==> src/rtl/cycle_sequencer_pkg.sv <==
// +----------------------------------------------------------------------+
// | cycle_sequencer_pkg : shared control-unit state and T-state constants  |
// | Revision 1.0                                                           |
// +----------------------------------------------------------------------+
`default_nettype none

package cycle_sequencer_pkg;

  typedef enum logic [1:0] {
    ST_RUN  = 2'd0,
    ST_HALT = 2'd1,
    ST_STOP = 2'd2
  } seq_state_t;

  localparam logic [3:0] T1_STEP   = 4'b0001;
  localparam logic [3:0] T2_STEP   = 4'b0010;
  localparam logic [3:0] T3_STEP   = 4'b0100;
  localparam logic [3:0] T4_STEP   = 4'b1000;
  localparam logic [3:0] STEP_NONE = 4'b0000;

endpackage

`default_nettype wire

==> src/rtl/cycle_sequencer_tstate_ring.sv <==
// +----------------------------------------------------------------------+
// | tstate_ring : 4-bit one-hot T-state rotator with restart, clear, hold |
// | Revision 1.0                                                           |
// +----------------------------------------------------------------------+
`default_nettype none

module tstate_ring
  import cycle_sequencer_pkg::*;
(
  input  logic       clk,
  input  logic       restart,
  input  logic       clear,
  input  logic       hold,
  output logic [3:0] step
);

  // restart beats clear beats hold
  always_ff @(posedge clk) begin
    if (restart) begin
      step <= T1_STEP;
    end else if (clear) begin
      step <= STEP_NONE;
    end else if (!hold) begin
      step <= {step[2:0], step[3]};
    end
  end

endmodule

`default_nettype wire

==> src/rtl/cycle_sequencer.sv <==
// +----------------------------------------------------------------------+
// | cycle_sequencer : T-state / M-cycle sequencer with HALT and STOP modes |
// | Revision 1.0                                                           |
// +----------------------------------------------------------------------+
`default_nettype none

module cycle_sequencer
  import cycle_sequencer_pkg::*;
#(
  parameter int MAX_MCYCLES = 8
) (
  input  logic                   i_Clk,
  input  logic                   i_Reset,
  input  logic                   i_Fetch,
  input  logic                   i_Halt,
  input  logic                   i_Stop,
  input  logic                   i_Wake,
  input  logic                   i_Wait,
  output logic [3:0]             o_Cycle_Step,
  output logic [MAX_MCYCLES-1:0] o_Cycle_Count,
  output logic                   o_IR_Load,
  output logic                   o_Instr_Start,
  output logic                   o_Halted,
  output logic                   o_Stopped,
  output logic                   o_Fault
);

  localparam logic [MAX_MCYCLES-1:0] M1 = {{(MAX_MCYCLES-1){1'b0}}, 1'b1};

  seq_state_t             state;
  seq_state_t             next_state;
  logic [MAX_MCYCLES-1:0] count;
  logic [MAX_MCYCLES-1:0] next_count;
  logic                   fault;
  logic                   fault_set;
  logic                   ir_load;
  logic                   instr_start;
  logic                   start_next;
  logic                   ring_restart;
  logic                   ring_clear;
  logic                   ring_hold;
  logic                   at_t4;

  tstate_ring u_ring (
    .clk     (i_Clk),
    .restart (ring_restart),
    .clear   (ring_clear),
    .hold    (ring_hold),
    .step    (o_Cycle_Step)
  );

  assign at_t4 = (o_Cycle_Step == T4_STEP) && !i_Wait;

  always_comb begin
    next_state   = state;
    next_count   = count;
    fault_set    = 1'b0;
    ir_load      = 1'b0;
    start_next   = 1'b0;
    ring_restart = i_Reset;
    ring_clear   = 1'b0;
    ring_hold    = i_Wait;
    case (state)
      ST_RUN: begin
        if (at_t4) begin
          if (i_Fetch) begin
            ir_load    = 1'b1;
            next_count = M1;
            if (i_Stop) begin
              next_state = ST_STOP;
            end else if (i_Halt) begin
              next_state = ST_HALT;
            end
          end else if (count[MAX_MCYCLES-1]) begin
            // runaway instruction: force a refetch and remember it
            fault_set  = 1'b1;
            ir_load    = 1'b1;
            next_count = M1;
          end else begin
            next_count = count << 1;
          end
          start_next = ir_load && (next_state == ST_RUN);
          ring_clear = (next_state == ST_STOP);
        end
      end
      ST_HALT: begin
        if (at_t4 && i_Wake) begin
          next_state = ST_RUN;
          start_next = 1'b1;
        end
      end
      ST_STOP: begin
        ring_hold = 1'b0;
        if (i_Wake) begin
          next_state   = ST_RUN;
          ring_restart = 1'b1;
        end else begin
          ring_clear = 1'b1;
        end
      end
      default: begin
        next_state = ST_RUN;
      end
    endcase
  end

  always_ff @(posedge i_Clk) begin
    if (i_Reset) begin
      state       <= ST_RUN;
      count       <= M1;
      fault       <= 1'b0;
      instr_start <= 1'b1;
    end else begin
      state       <= next_state;
      count       <= next_count;
      fault       <= fault | fault_set;
      instr_start <= start_next;
    end
  end

  assign o_Cycle_Count = count;
  assign o_IR_Load     = ir_load && !i_Reset;
  assign o_Instr_Start = instr_start;
  assign o_Halted      = (state == ST_HALT);
  assign o_Stopped     = (state == ST_STOP);
  assign o_Fault       = fault;

endmodule

`default_nettype wire
==> config.mk <==
export PLATFORM = sky130hd
export DESIGN_NAME = cycle_sequencer
export DESIGN_NICKNAME = d
export VERILOG_FILES = /design/src/rtl/cycle_sequencer_pkg.sv /design/src/rtl/cycle_sequencer_tstate_ring.sv /design/src/rtl/cycle_sequencer.sv
export SDC_FILE = /design/constraint.sdc
export NUM_CORES = 1
export LEC_CHECK = 0
export ABC_AREA = 1
export BUFFER_PORTS_ARGS = -buffer_cell sky130_fd_sc_hd__buf_2
export CORE_MARGIN = 2
export CORE_UTILIZATION = 35
export CTS_CLUSTER_DIAMETER = 200
export DETAILED_ROUTE_END_ITERATION = 7
export GPL_ROUTABILITY_DRIVEN = 0
export SLEW_MARGIN = 25
export SYNTH_ARGS = -nofsm -noshare
export SYNTH_HDL_FRONTEND = slang
export SYNTH_HIERARCHICAL = 1
export SYNTH_SLANG_ARGS = --single-unit
==> constraint.sdc <==
create_clock -name i_Clk -period 1.7 [get_ports i_Clk]
set_clock_uncertainty 0.05 [all_clocks]
set_input_delay 0.17 -clock i_Clk [delete_from_list [all_inputs] [get_ports i_Clk]]
set_output_delay 0.17 -clock i_Clk [all_outputs]
set_load 0.02 [all_outputs]
[Word-level counts from Yosys, hierarchy flattened]
Cells that the tools add are included.
Word-level totals
  bits in registers: 16
  input port bits: 7
  word-level logic and storage cells: 57
Operators by class
  eq/ne operators: 8
  mux-type cells: 31
  bitwise gates (word level): 1
  reductions and logical operators: 11
Operators with widths (number)
  2-to-1 mux 1 bit: 18
  2-to-1 mux 2 bit: 8
  2-to-1 mux 8 bit: 2
  != test 2 bit, second input constant: 3
  case mux 2 bit (3 select lines): 1
  == test 2 bit, second input constant: 2
  == test 4 bit, second input constant: 1
  logical AND 1 bit: 4
  logical NOT 2 bit: 2
  case mux 1 bit (2 select lines): 2
  AND reduction 3 bit: 1
  == test 2 x 1 -> 1 bit, second input constant: 1
  logical NOT 1 bit: 2
  != test 2 x 1 -> 1 bit, second input constant: 1
  AND reduction 2 bit: 1
  OR reduction 2 bit: 1
  bitwise OR 1 bit: 1

[Depth between registers and ports, before layout]
Gate-level depths: netlist of run 1.
  depth after elaboration: 9
  mapped depth: 9
  depth with buffers taken out: 9

[Hierarchy]
Netlist of run 1, hierarchy kept.
Modules (own cells, without submodules)
  cycle_sequencer: times used 1, cells each 103, area an instance 676.9 µm², seq. area each 240.2 µm²
  tstate_ring: times used 1, cells each 20, area an instance 147.6 µm², seq. area each 80.1 µm²

[Least setup slack after synthesis of run 1]
Ideal clock, no wire load.
  path type: reg-to-reg
  start point: register u_ring.step[3]
  end point: register u_ring.step[0]
  arrival: 1.265 ns
  slack: 0.265 ns
  stages on the path, launching flop included: 10
  path buffers: 0
  path through: dfxtp_1 inv_1 nor2_4 nand3_2 nor2_8 nand2_4 nand2_1 inv_1 nand3_1 nand3_1
On the way
  word-level cells in the longest chain between the ends: 5
  elaborated cells between the ends (all ways): 7
  classes of those cells: 2 x eq/ne; 4 x mux; 1 x reduce/logical
RTL lines
  from (decl): RTL line cycle_sequencer_tstate_ring.sv:14  | output logic [3:0] step
  from (signal assigned): RTL line cycle_sequencer_tstate_ring.sv:24  | step <= {step[2:0], step[3]};
  == test 4 bit *: RTL line cycle_sequencer.sv:52  | assign at_t4 = (o_Cycle_Step == T4_STEP) && !i_Wait;
  logical AND 1 bit *: RTL line cycle_sequencer.sv:52
  2-to-1 mux 1 bit *: RTL line cycle_sequencer.sv:65  | if (at_t4) begin
  case mux 1 bit (2 select lines) *: RTL line cycle_sequencer.sv:63  | case (state)
  via ring_clear: RTL line cycle_sequencer.sv:40  | logic ring_clear;
  != test 2 bit (no source line) or 2-to-1 mux 1 bit (tied branches)
Mark *: on every way through the listed nets, which the timed path passes. The rest lies on a longest branch. The select of a mux whose other input is x is not followed.
A chain may end at the register's enable or synchronous reset.

[Worst setup path after layout of run 1]
  start point: register state[1]
  end point: output port o_IR_Load
On the way
  word-level cells in the longest chain between the ends: 3
RTL lines
  from (decl): RTL line cycle_sequencer.sv:30  | seq_state_t state;
  from (signal assigned): RTL line cycle_sequencer.sv:114  | state <= next_state;
  logical NOT 2 bit: RTL line cycle_sequencer.sv:63
  2-to-1 mux 1 bit: RTL line cycle_sequencer.sv:63
  logical AND 1 bit: RTL line cycle_sequencer.sv:122  | assign o_IR_Load = ir_load && !i_Reset;
  to (decl): RTL line cycle_sequencer.sv:21  | output logic o_IR_Load,
No other way between the ends.

==> impl_results.md, run 1 <==
* F_max at 635 MHz
* Synth Flop Type: dfxtp_1
* Clock H-tree levels at 1
* Yosys cell types at 18
* Top cells by area, synth: dfxtp_1 39%, nand2_1 21%, inv_1 8.6%, nor2_1 6.8%, a21oi_2 3.2%
* Final Critical Period at approximately 1600 ps
* Final period utilization at 92.6%
* Final non-filler cell area at 1030 um2
* Layout Cells excl Fill at roughly 180
* Finish-stage setup viols at 0
* Post-synth EDFFs at 0
* Multi-input logic area at 423 um2
* Main combinational cell family by area after synthesis: simple AND/OR/NAND/NOR gates
* P&R area growth vs syn at 24.7%
* Relative slew slack at 77.0%
* DP Wirelength at 1.26 mm
* Multiplexer share of the synthesized area at 0%
* Overall Global Routing Usage at between 10% and 20%
* Hold depth at 4
* Area of the core at 2210 um2
* Post-layout util at 46.5%
* I/O pins at 24
* Synth Instances at 123
* Count leader, synth: nand2_1
* Count of input and output buffers at 23
* Post-Synth XOR/XNOR Area at 0%
* Post-route setup slack at 126 ps
* Reg clk slew, reported paths at 90 ps
* Starting Density at between 30% and 40%
* Unrepaired setup endpoints after global routing: no
* Kind of critical path: reg2out
* Min-Delay Path Class: in2reg
* Seq cells post-synth at 16
* Yosys top cell by area: dfxtp_1
* Filler cells at 245
* Global-route wire length before repair at 2.92 mm
* CP Max Fanout at 4
* TritonCTS buffer count at 3
* DR vias at 777
* CP Data Required Time at approximately 1500 ps
* Num Clock Sinks at 16
* Lkg Pwr at 0.510 nW
* Syn nets at 130
* Vias in the first global route at 745
* Post-synthesis sequential area ratio at 38.8%
* Antenna viol nets, final at 0
* Peak VDD IR at approximately 0.39 mV
* Crit path DAT at around 1400 ps
* Post-synthesis simple-gate area fraction at a little under half
* Setup crit end kind: output port
* Compound-gate portion of the synthesized area at 5.61%
* Pwr dens at between 600 and 700 nW/um2
* Clk buf depth at 2
* Via/cell ratio at 4.34
* First-pass iteration count of the detailed router at 4
* Async SR Flop Fraction at 0%
* Nets at 159
* ANT cells at 0
* Post-synthesis adder-cell area fraction at 0%
* DRC viols at 0
* Worst slack at placement at 291 ps
* Setup TNS at 0 ps
* Initial antenna violation count at 0
* Status: finished, final reports clean
* Layout cell share with drive strength beyond 1 at 31.1%
* Routed wire length at 1.63 mm
* Cell area after synthesis at 825 um2
* Iter 0 DRT Violations at 14
* Area after DPL at slightly below 1000 um2
* Final Power at 703 uW
* Register cell area after layout at between 300 and 400 um2
* Worst-skew pair later-pin latency at 280 ps
* Total grt overflow at 0
* CTS tree: done
* Final Hold Fails at 0
* Slew @ Worst Pin at ~340 ps
* Startpoint types: flip-flop
* Die ar. at 2760 um2
* Largest net degree at the start of global routing at 15
* Die height at 52.5 um
* Final-report max-slew violation count at 0
* Avg Cell Area, Syn at 6.70 um2
* DR WL/cell at 9.09 um
* Root buffer cell: clkbuf_4
* Reg2reg path depth at 8
* Worst hold slack at between 150 and 200 ps
* Dpl cells at around 170
* Synth top area share at 38.8%
* Die width at 52.5 um
* Row count at 17
* Max-cap violations at 0
* Synth top cells by count: 46 x nand2_1, 19 x inv_1, 16 x dfxtp_1
* Synth Warn # at 6
[layer usage]
metal  GRT usage (%)  share of wire, %
met5               0                 0
met4            6.41              0.80
met3            2.86               5.3
met1            17.2                48
met2            23.5                45
[repair_timing]
item	CTS	global route
resized for setup	1	1
buffers inserted	1	0
hold buffers	0	0
endpoints found under the setup margin	1	1
[cell type report]
type | instances | share of cell area [%]
Multi-Input combinational cell | 84 | 41.1
Inverter | 22 | 8.03
Sequential cell | 16 | 31.3
Timing Repair Buffer | 25 | 12.7
Tap cell | 28 | 3.41
Clock buffer | 4 | 3.53
[worst max-delay path, cell delays in order (launching register included)]
cell and delay, ps:
dfxtp_1 350, nor2_2 200, nand4_4 140, nor2_4 120, inv_2 50, nor2_2 60
buf_2 160
[sequential cells by signal, indices dropped and copies added, names as in the netlist]
name           flops
o_Instr_Start      1
u_ring/step        4
o_Fault            1
state              2
o_Cycle_Count      8
[cell families (layout without fill, tap and decap cells)]
group / after synthesis / in the layout
buffers and inverters: 23 / 51
AND/OR/NAND/NOR: 77 / 77
AO/OA/AOI/OAI: 7 / 7
flip-flops: 16 / 16
[power by group]
group | switching, mW | total [mW] | internal, mW
Combinational | 0.0439 | 0.0658 | 0.0219
Clock | 0.118 | 0.248 | 0.130
Sequential | 0.00785 | 0.389 | 0.382
Total | 0.170 | 0.703 | 0.534
[placed cells by master, fill, tap and decap left out, types with 2 or more instances in the layout]
cell type,count
a21oi_1,4
nand2_1,46
clkbuf_4,3
inv_1,19
buf_2,23
a21oi_2,3
nand2_2,2
nor2_1,15
nor2_2,2
inv_2,3
nand3_1,3
nor2_4,3
buf_4,2
dfxtp_1,15
[final timing paths]
check,from,end,slack [ps]
min reg2reg,o_Fault$_SDFF_PP0_,o_Fault$_SDFF_PP0_,410
max,state[1]$_SDFFE_PP0P_,o_IR_Load,130
min,i_Fetch,o_Fault$_SDFF_PP0_,160
max reg2reg,u_ring/step[1]$_SDFFE_PP0N_,u_ring/step[3]$_SDFFE_PP0N_,330
Power figures use the tool's default switching activity.
==> run 2: changes to the inputs <==
--- a/config.mk
+++ b/config.mk
@@ -7,6 +7,7 @@
 export LEC_CHECK = 0
 export ABC_AREA = 1
 export BUFFER_PORTS_ARGS = -buffer_cell sky130_fd_sc_hd__buf_2
+export CORE_ASPECT_RATIO = 0.6
 export CORE_MARGIN = 2
 export CORE_UTILIZATION = 35
 export CTS_CLUSTER_DIAMETER = 200
==> run 2 against run 1 <==
Critical endpoint unchanged. Count of clock-buffer cells in the layout unchanged. Largest cell class unchanged. Die area increased by 0.46%. Register-to-register slack got worse by 30 ps. Critical path depth unchanged. Worst hold slack improved by 24 ps.
==> impl_results.md, run 2 (same netlist as run 1, synthesis figures left out) <==
* ANT cells at 0 (unchanged)
* I/O pins at 24 (unchanged)
* DR WL/cell at 9.77 um (was 9.09 um)
* Lkg Pwr at 0.524 nW (was 0.510 nW)
* Die height at 41.6 um (was 52.5 um)
* Reg2reg path depth at 9 (was 8)
* Most common cell after layout, fill and taps aside: nand2_1 (unchanged)
* Die width at 66.7 um (was 52.5 um)
* Crit path DAT at 1360 ps (was 1350 ps)
* Multi-input logic area at 428 um2 (was 423 um2)
* F_max at 635 MHz (about the same)
* DR vias at 788 (was 777)
* TritonCTS buffer count at 3 (unchanged)
* Register cell area after layout at 322 um2 (unchanged)
* Total grt overflow at 0 (unchanged)
* Hold buffers post-CTS at 0 (unchanged)
* Overall Global Routing Usage at 14.3% (was 14.1%)
* Filler cells at 244 (was 245)
* Pwr dens at 757 nW/um2 (was 684 nW/um2)
* Final Critical Period at 1580 ps (was 1570 ps)
* Unrepaired setup endpoints after global routing: no (unchanged)
* Vias in the first global route at 654 (was 745)
* CP Data Required Time at 1480 ps (about the same)
* Slew @ Worst Pin at 322 ps (was 343 ps)
* DP Wirelength at 1.37 mm (was 1.26 mm)
* Finish-stage setup viols at 0 (unchanged)
* Final Hold Fails at 0 (unchanged)
* Min-Delay Path Class: in2reg (unchanged)
* Row count at 13 (was 17)
* Routed wire length at 1.78 mm (was 1.63 mm)
* Worst slack at placement at 260 ps (was 291 ps)
* Initial antenna violation count at 0 (unchanged)
* Final-report max-slew violation count at 0 (unchanged)
* Peak VDD IR at 0.376 mV (was 0.385 mV)
* Iter 0 DRT Violations at 51 (was 14)
* Final non-filler cell area at 1060 um2 (was 1030 um2)
* Status: finished, final reports clean (unchanged)
* Count of input and output buffers at 23 (unchanged)
* Area after DPL at 981 um2 (was 978 um2)
* Nets at 160 (was 159)
* Worst-skew pair later-pin latency at 250 ps (was 280 ps)
* Via/cell ratio at 4.33 (was 4.34)
* Commonest cells after routing, fill and taps aside: 46 x nand2_1, 23 x buf_2, 19 x inv_1 (unchanged)
* Kind of critical path: reg2out (unchanged)
* Layout cell share with drive strength beyond 1 at 31.6% (was 31.1%)
* Antenna viol nets, final at 0 (unchanged)
* Die ar. at 2770 um2 (was 2760 um2)
* CP Max Fanout at 6 (was 4)
* DRC viols at 0 (unchanged)
* Largest net degree at the start of global routing at 15 (unchanged)
* Clock H-tree levels at 1 (unchanged)
* Global-route wire length before repair at 2.95 mm (was 2.92 mm)
* Relative slew slack at 78.5% (was 77.0%)
* Clk buf depth at 2 (unchanged)
* Area of the core at 2200 um2 (was 2210 um2)
* Final period utilization at 92.7% (was 92.6%)
* Hold depth at 4 (unchanged)
* Max-cap violations at 0 (unchanged)
* Setup TNS at 0 ps (unchanged)
* CTS tree: done (unchanged)
* Root buffer cell: clkbuf_8 (was clkbuf_4)
* Starting Density at 37.5% (was 37.3%)
* P&R area growth vs syn at 28.8% (was 24.7%)
* First-pass iteration count of the detailed router at 4 (unchanged)
* Num Clock Sinks at 16 (unchanged)
* Setup crit end kind: output port (unchanged)
* Startpoint types: flip-flop (unchanged)
* Reg clk slew, reported paths at 70 ps (was 90 ps)
* Post-route setup slack at 124 ps (was 126 ps)
* Max reg flops at 8 (unchanged)
==> run 2: power by group <==
part | internal, mW | total, mW | switching [mW]
combinational | 0.0221 | 0.0673 | 0.0452
clock | 0.206 | 0.347 | 0.141
sequential | 0.382 | 0.390 | 0.00779
total | 0.610 | 0.804 | 0.194
==> run 2: repair_timing <==
| action | 4_1_cts | 5_1_grt |
|---|---|---|
| buffers inserted | 0 | 2 |
| gates resized for setup | 0 | 3 |
| setup endpoints to repair | 0 | 1 |
==> run 2: area by class of cell <==
| class | count | area share [%] |
|---|---|---|
| tap | 30 | 3.53 |
| sequential | 16 | 30.3 |
| multi-input combinational | 84 | 40.3 |
| inverter | 22 | 7.77 |
| clock buffer | 4 | 5.18 |
| timing repair buffer | 26 | 13.0 |
==> run 2: path summary, 6_finish.rpt <==
path                                from                          end  slack, ps
min                              i_Fetch           o_Fault$_SDFF_PP0_        180
max reg2reg  u_ring/step[3]$_SDFFE_PP0N_  u_ring/step[1]$_SDFFE_PP0N_        300
min reg2reg           o_Fault$_SDFF_PP0_           o_Fault$_SDFF_PP0_        410
max          u_ring/step[1]$_SDFFE_PP0N_                    o_IR_Load        120
==> run 2: metrics by stage <==
| step | util [%] | hold WS [ps] | instances | power, mW |
|---|---|---|---|---|
| after floorplan | - | 182 | 123 | 0.439 |
| after global placement | 44.7 | 398 | 176 | 0.464 |
| after detailed placement | 44.7 | 404 | 176 | 0.465 |
| after CTS | 47.2 | 176 | 180 | 0.814 |
| after global routing | 48.4 | 190 | 182 | 0.843 |
| final | 48.4 | 181 | 182 | 0.804 |
==> run 2: routing by layer <==
layer,wire (um),track usage [%],up-vias
met5,0,0,-
met4,21,4.90,0
met3,98,6.50,2
met2,708,18.6,16
met1,951,20.6,350
li1,-,-,420
==> run 2: worst max-delay path, stage by stage (launching register included) <==
cell and delay, ps:
dfxtp_1 360, nor2_4 180, nand4_4 170, nor2_4 130
inv_2 50, nor2_2 60, buf_2 160
